**src/rtl/lr_cb_exec.sv**
```systemverilog
// LR35902 CB-prefix sequencer: rotate/shift/swap via lr_alu, BIT/RES/SET locally.
// Define LR_CB_TIMING_EN to pad completion to real T-state counts via a HOLD state.
module lr_cb_exec (
   input  logic        clk,
   input  logic        rst,
   input  logic        start,
   input  logic [7:0]  cb_op,
   input  logic [15:0] hl,
   output logic        busy,
   output logic        done,
   output logic [2:0]  reg_rd_sel,
   input  logic [7:0]  reg_rd_data,
   output logic        reg_wr_en,
   output logic [2:0]  reg_wr_sel,
   output logic [7:0]  reg_wr_data,
   output logic        mem_req,
   output logic        mem_we,
   output logic [15:0] mem_addr,
   output logic [7:0]  mem_wdata,
   input  logic [7:0]  mem_rdata,
   input  logic        mem_ack,
   output logic [4:0]  alu_op,
   output logic [15:0] alu_a,
   output logic        alu_c,
   input  logic [15:0] alu_d,
   input  logic        alu_z,
   input  logic        alu_nc,
   input  logic [3:0]  flags_in,
   output logic [3:0]  flags_out,
   output logic        flags_we
);

   localparam int unsigned ALU_OP_W = 5;
   localparam logic [2:0]  TGT_HL   = 3'd6;
   localparam logic [2:0]  SEL_SWAP = 3'd6;

   typedef enum logic [2:0] {
      S_IDLE = 3'd0,
      S_RD   = 3'd1,
      S_EX   = 3'd2,
      S_WB   = 3'd3,
      S_DONE = 3'd4
`ifdef LR_CB_TIMING_EN
      , S_HOLD = 3'd5
`endif
   } state_t;

   state_t      state, state_nxt;
   logic [7:0]  op_q;
   logic [15:0] hl_q;
   logic [7:0]  opnd_q;
   logic [7:0]  res_q;
   logic [3:0]  flags_q;

   logic [2:0]  sel, tgt;
   logic        is_mem, is_shift, is_bit, is_res;
   logic [7:0]  mask;
   logic        rd_fin, wb_fin;
   logic [ALU_OP_W-1:0] shift_op;
   logic [7:0]  ex_result;
   logic [3:0]  ex_flags;
   logic        unused_bits;

   assign sel      = op_q[5:3];
   assign tgt      = op_q[2:0];
   assign is_mem   = (tgt == TGT_HL);
   assign is_shift = (op_q[7:6] == 2'b00);
   assign is_bit   = (op_q[7:6] == 2'b01);
   assign is_res   = (op_q[7:6] == 2'b10);
   assign mask     = 8'h01 << sel;
   assign rd_fin   = !is_mem || mem_ack;
   assign wb_fin   = is_bit || !is_mem || mem_ack;
   assign unused_bits = ^{alu_d[15:8], flags_in[3:1]};

   // Shift-group select to lr_alu op code
   always_comb begin
      shift_op = 5'h00;
      case (sel)
         3'd0: shift_op = 5'h09;
         3'd1: shift_op = 5'h0b;
         3'd2: shift_op = 5'h0a;
         3'd3: shift_op = 5'h0c;
         3'd4: shift_op = 5'h0d;
         3'd5: shift_op = 5'h0e;
         3'd6: shift_op = 5'h10;
         3'd7: shift_op = 5'h0f;
         default: shift_op = 5'h00;
      endcase
   end

   always_comb begin
      ex_result = opnd_q;
      ex_flags  = flags_q;
      if (is_shift) begin
         ex_result = alu_d[7:0];
         ex_flags  = {alu_z, 1'b0, 1'b0, (sel == SEL_SWAP) ? 1'b0 : alu_nc};
      end else if (is_bit) begin
         ex_flags  = {~opnd_q[sel], 1'b0, 1'b1, flags_in[0]};
      end else if (is_res) begin
         ex_result = opnd_q & ~mask;
      end else begin
         ex_result = opnd_q | mask;
      end
   end

`ifdef LR_CB_TIMING_EN
   logic [4:0] cnt_q;
   logic [4:0] budget;
   logic       pad_done;

   assign budget   = is_mem ? (is_bit ? 5'd12 : 5'd16) : 5'd8;
   // cnt_q equals the cycle offset from the accepting IDLE cycle
   assign pad_done = (cnt_q >= budget - 5'd1);

   always_ff @(posedge clk or posedge rst) begin
      if (rst) begin
         cnt_q <= 5'd0;
      end else if (state == S_IDLE) begin
         cnt_q <= start ? 5'd1 : 5'd0;
      end else if (cnt_q != 5'd31) begin
         cnt_q <= cnt_q + 5'd1;
      end
   end
`endif

   always_ff @(posedge clk or posedge rst) begin
      if (rst) state <= S_IDLE;
      else     state <= state_nxt;
   end

   always_comb begin
      state_nxt = state;
      case (state)
         S_IDLE: if (start)  state_nxt = S_RD;
         S_RD:   if (rd_fin) state_nxt = S_EX;
         S_EX:   state_nxt = S_WB;
`ifdef LR_CB_TIMING_EN
         S_WB:   if (wb_fin) state_nxt = pad_done ? S_DONE : S_HOLD;
         S_HOLD: if (pad_done) state_nxt = S_DONE;
`else
         S_WB:   if (wb_fin) state_nxt = S_DONE;
`endif
         S_DONE: state_nxt = S_IDLE;
         default: state_nxt = S_IDLE;
      endcase
   end

   // Operation capture, operand fetch and execute latches
   always_ff @(posedge clk or posedge rst) begin
      if (rst) begin
         op_q    <= 8'h00;
         hl_q    <= 16'h0000;
         opnd_q  <= 8'h00;
         res_q   <= 8'h00;
         flags_q <= 4'h0;
      end else begin
         if (state == S_IDLE && start) begin
            op_q <= cb_op;
            hl_q <= hl;
         end
         if (state == S_RD && rd_fin)
            opnd_q <= is_mem ? mem_rdata : reg_rd_data;
         if (state == S_EX) begin
            res_q <= ex_result;
            if (is_shift || is_bit) flags_q <= ex_flags;
         end
      end
   end

   always_comb begin
      busy        = (state != S_IDLE);
      done        = 1'b0;
      reg_rd_sel  = 3'd0;
      reg_wr_en   = 1'b0;
      reg_wr_sel  = 3'd0;
      reg_wr_data = 8'h00;
      mem_req     = 1'b0;
      mem_we      = 1'b0;
      mem_addr    = 16'h0000;
      mem_wdata   = 8'h00;
      alu_op      = 5'h00;
      alu_a       = 16'h0000;
      alu_c       = 1'b0;
      flags_out   = flags_q;
      flags_we    = 1'b0;
      case (state)
         S_RD: begin
            if (is_mem) begin
               mem_req  = 1'b1;
               mem_addr = hl_q;
            end else begin
               reg_rd_sel = tgt;
            end
         end
         S_EX: begin
            if (is_shift) begin
               alu_op = shift_op;
               alu_a  = {8'h00, opnd_q};
               alu_c  = flags_in[0];
            end
         end
         S_WB: begin
            if (is_bit) begin
               flags_we = 1'b1;
            end else if (!is_mem) begin
               reg_wr_en   = 1'b1;
               reg_wr_sel  = tgt;
               reg_wr_data = res_q;
               flags_we    = is_shift;
            end else begin
               mem_req   = 1'b1;
               mem_we    = 1'b1;
               mem_addr  = hl_q;
               mem_wdata = res_q;
               flags_we  = is_shift && mem_ack;
            end
         end
         S_DONE: done = 1'b1;
         default: ;
      endcase
   end

endmodule

```
**config.mk**
```make
export PLATFORM = sky130hd
export DESIGN_NAME = lr_cb_exec
export DESIGN_NICKNAME = d
export VERILOG_FILES = /design/src/rtl/lr_cb_exec.sv
export SDC_FILE = /design/constraint.sdc
export NUM_CORES = 1
export LEC_CHECK = 0
export ABC_AREA = 1
export CORE_ASPECT_RATIO = 1.2
export CORE_MARGIN = 3
export CORE_UTILIZATION = 41
export DETAILED_ROUTE_END_ITERATION = 7
export PLACE_DENSITY = 0.82
export SYNTH_ARGS = -nofsm -noshare
export SYNTH_HDL_FRONTEND = slang
export SYNTH_SLANG_ARGS = --single-unit
```
**constraint.sdc**
```tcl
create_clock -name clk -period 1.8 [get_ports clk]
set_input_delay 0.27 -clock clk [delete_from_list [all_inputs] [get_ports clk]]
set_output_delay 0.27 -clock clk [all_outputs]
set_load 0.01 [all_outputs]
```
==> key figures <==
Status
  • Outcome: finished with violations
  • Violated checks: setup timing

Yosys
  • Synth Instances: 395
  • Avg Cell Area, Syn: 6.91 sq um
  • Area of the mapped netlist: 2730 sq um
  • Count leader, synth: nor2_1
  • Post-synthesis sequential area ratio: 0.421
  • Commonest cells post-synth: nor2_1, nand2_1, inv_1, dfrtp_1, nand3_1
  • Post-synth EDFFs: 0
  • Post-synth top area share: 0.421
  • Main synth FF type: dfrtp_1
  • Post-synthesis sequential element count: 46
  • Library cells used by synthesis: 23
  • Dominant cells by area after synthesis: dfrtp_1, nor2_1, nand2_1
  • Fraction of registers with async set/reset: 1.00
  • Synth area leader: dfrtp_1
  • YS warnings: 0

CTS
  • CTS buffer count: 5
  • Worst-path clk slew: 90 ps
  • Clk_lat worst skew: 300 ps
  • H-tree depth: 2
  • CTS sink cnt: 46
  • Cts hold-fix bufs: 0
  • CTS tree: built
  • Clk root buf: clkbuf_8
  • Deepest clock path buffer count: 2

Detailed routing
  • Final wirelength: 8.42 mm
  • Initial drt markers: 178
  • Antenna-violating nets left: 0
  • Vias: 2991
  • Vias per cell: 4.74
  • Total iterations of the first detailed-routing run: 4
  • # DRC: 0
  • Routed WL per cell: 13.3 um

Floorplan
  • Starting density of the core: 0.437
  • # rows: 31
  • Die width: 80.5 um
  • Core Area: 6240 sq um
  • Die ar.: 7680 sq um
  • # IOs: 136
  • Chip height: 95.4 um

Timing
  • Finish-stage setup viols: 37
  • Clock skew: 9.28 ps
  • FMAX: 0.519 GHz
  • RSZ-0062 raised after global routing: true
  • Final WS setup: -127 ps
  • Hold Fails Final Rpt: 0
  • Min Tclk post-route: 1930 ps
  • Max-slew violation count: 0
  • Share of the clock period used by the worst path: 1.07

Critical path
  • Critical Path Start Type: flop
  • Reg2Reg Depth: 8
  • Critical path endpoint category: primary output
  • Critical path, cell by cell: inv_2 > nand2_4 > nor2_4 > inv_2 > nor2_4 > buf_4 > nand2_4 > buf_8 > nor2_1 > buf_2
  • Worst-path fanout max: 9
  • R2R setup slack: 230 ps
  • Slowest stage cell, crit path: dfrtp_1
  • Critical Setup Path Class: reg2out
  • Worst r2r dst: flags_out[3]
  • WP data required: 1530 ps
  • Worst EP arrival: 1660 ps
  • FF-to-FF Start: state[0]
  • CP max stage delay: 400 ps

Finish
  • Final core utilization: 0.675
  • N_diodes: 0
  • Filler Cells Inserted: 535
  • Fraction of layout cells with a size suffix above 1: 0.271
  • Nets@finish: 618
  • Post-route cell area: 4210 sq um
  • Area growth, synth to finish: 54.3%

Power
  • LEAKAGE: 2.26 nW
  • Pwr dens: 1430 nW/um^2
  • Final total power: 6.04 mW
  • Peak supply drop: 804 uV

Global route
  • Initial antenna violation count: 0
  • First-pass GRT wire length: 13.7 mm
  • Vias in the first global route: 3055
  • GR Util All Layers: 0.228
  • Aggregate global routing overflow: 0
  • Largest net degree at the start of global routing: 40

Placed design
  • Area after DPL: 4160 sq um
  • Post-place setup slack: -238 ps
  • DP Wirelength: 6.19 mm
  • Routability cong.: 0.899
  • Buffers on Ports: 115

Run
  • MaxCap Viol Count: 0

Min path
  • HP Class: in2async
## cell usage in the layout, fill, tap and decap left out, types with 2 or more instances in the layout
cell	synthesis	routed
nand3_2	0	3
clkdlybuf4s50_1	0	57
clkbuf_8	0	6
nor2_4	1	5
buf_2	6	50
dlygate4sd2_1	0	2
conb_1	1	9
o21ai_0	18	18
nand2_4	0	2
nand3b_1	2	2
nand2_2	2	2
buf_6	1	5
buf_4	12	44
inv_2	2	6
a21oi_1	27	26
dfrtp_1	46	46
inv_1	53	48
nand3_1	34	31
nor2_2	2	14
ha_1	4	4
nand4_1	10	10
nand2_1	63	61
a211oi_2	0	2
nor2_1	98	82
## cell type report
type,count,area [sq um],area share
Clock inverter,2,12.5,0.00297
Clock buffer,6,82.6,0.0196
Multi-Input combinational cell,276,1360,0.322
Tap cell,82,103,0.0243
Inverter,55,211,0.0502
Sequential cell,46,1150,0.273
Timing Repair Buffer,164,1300,0.308
## what timing repair did
action / in CTS / in global routing
pin swaps: 7 / 4
endpoints found under the setup margin: 58 / 56
setup buffers: 7 / 3
hold endpoints to repair: 0 / 0
cloned: 2 / 0
resized for setup: 237 / 26
## cell families (layout without fill, tap and decap cells)
group                      after synthesis  count (layout)  share of synthesized area
and+or+nand+nor                        214             214                      0.329
buffers and inverters                   81             227                      0.133
AOI/OAI and AO/OA                       49              49                     0.0967
DFF                                     46              46                      0.421
adders and majority gates                4               4                     0.0183
other                                    1               9                    0.00137
## worst max-delay path, delay by kind of cell (launching register included)
family,cells,cell delay [ps]
AND/OR/NAND/NOR,5,410
flip-flops,1,400
buffers and inverters,5,550
## state kept, by name (all words and copies together) (netlist names)
register   cells
hl_q          16
flags_out      3
opnd_q         8
op_q           8
state          3
res_q          8
## through the flow
stage | hold slack (ps) | instances | TNS, ps
finish | 301 | 631 | -2770
global route | 360 | 631 | -7650
CTS | 314 | 629 | -2530
detailed placement | 483 | 612 | -8350
global placement | 476 | 612 | -7720
floorplan | 390 | 403 | 0
## where the power goes
group / leakage [nW] / internal (mW) / switching [mW]
Combinational: 1.68 / 1.51 / 2.12
Sequential: 0.532 / 1.52 / 0.222
Clock: 0.0472 / 0.309 / 0.354
Total: 2.26 / 3.34 / 2.70
## how the worst max path moves through the flow
stage | start | endpoint | slack, ps | depth (start not counted)
after floorplan | op_q[3] | alu_op[1] | 250 | 4
after global placement | state[2] | mem_wdata[7] | -210 | 10
after detailed placement | state[2] | mem_wdata[5] | -240 | 10
after CTS | state[0] | busy | -190 | 5
after global routing | state[2] | reg_wr_data[7] | -230 | 10
final | state[2] | reg_wr_data[3] | -130 | 10
## layer usage
layer	vias to the layer above	wire length, um	track usage
met1	1364	3220	0.246
met3	13	535	0.0454
met5	-	0	0
met2	96	4520	0.439
li1	1518	-	-
met4	0	140	0.0718
Note: power is estimated with default switching activity, not from simulation.
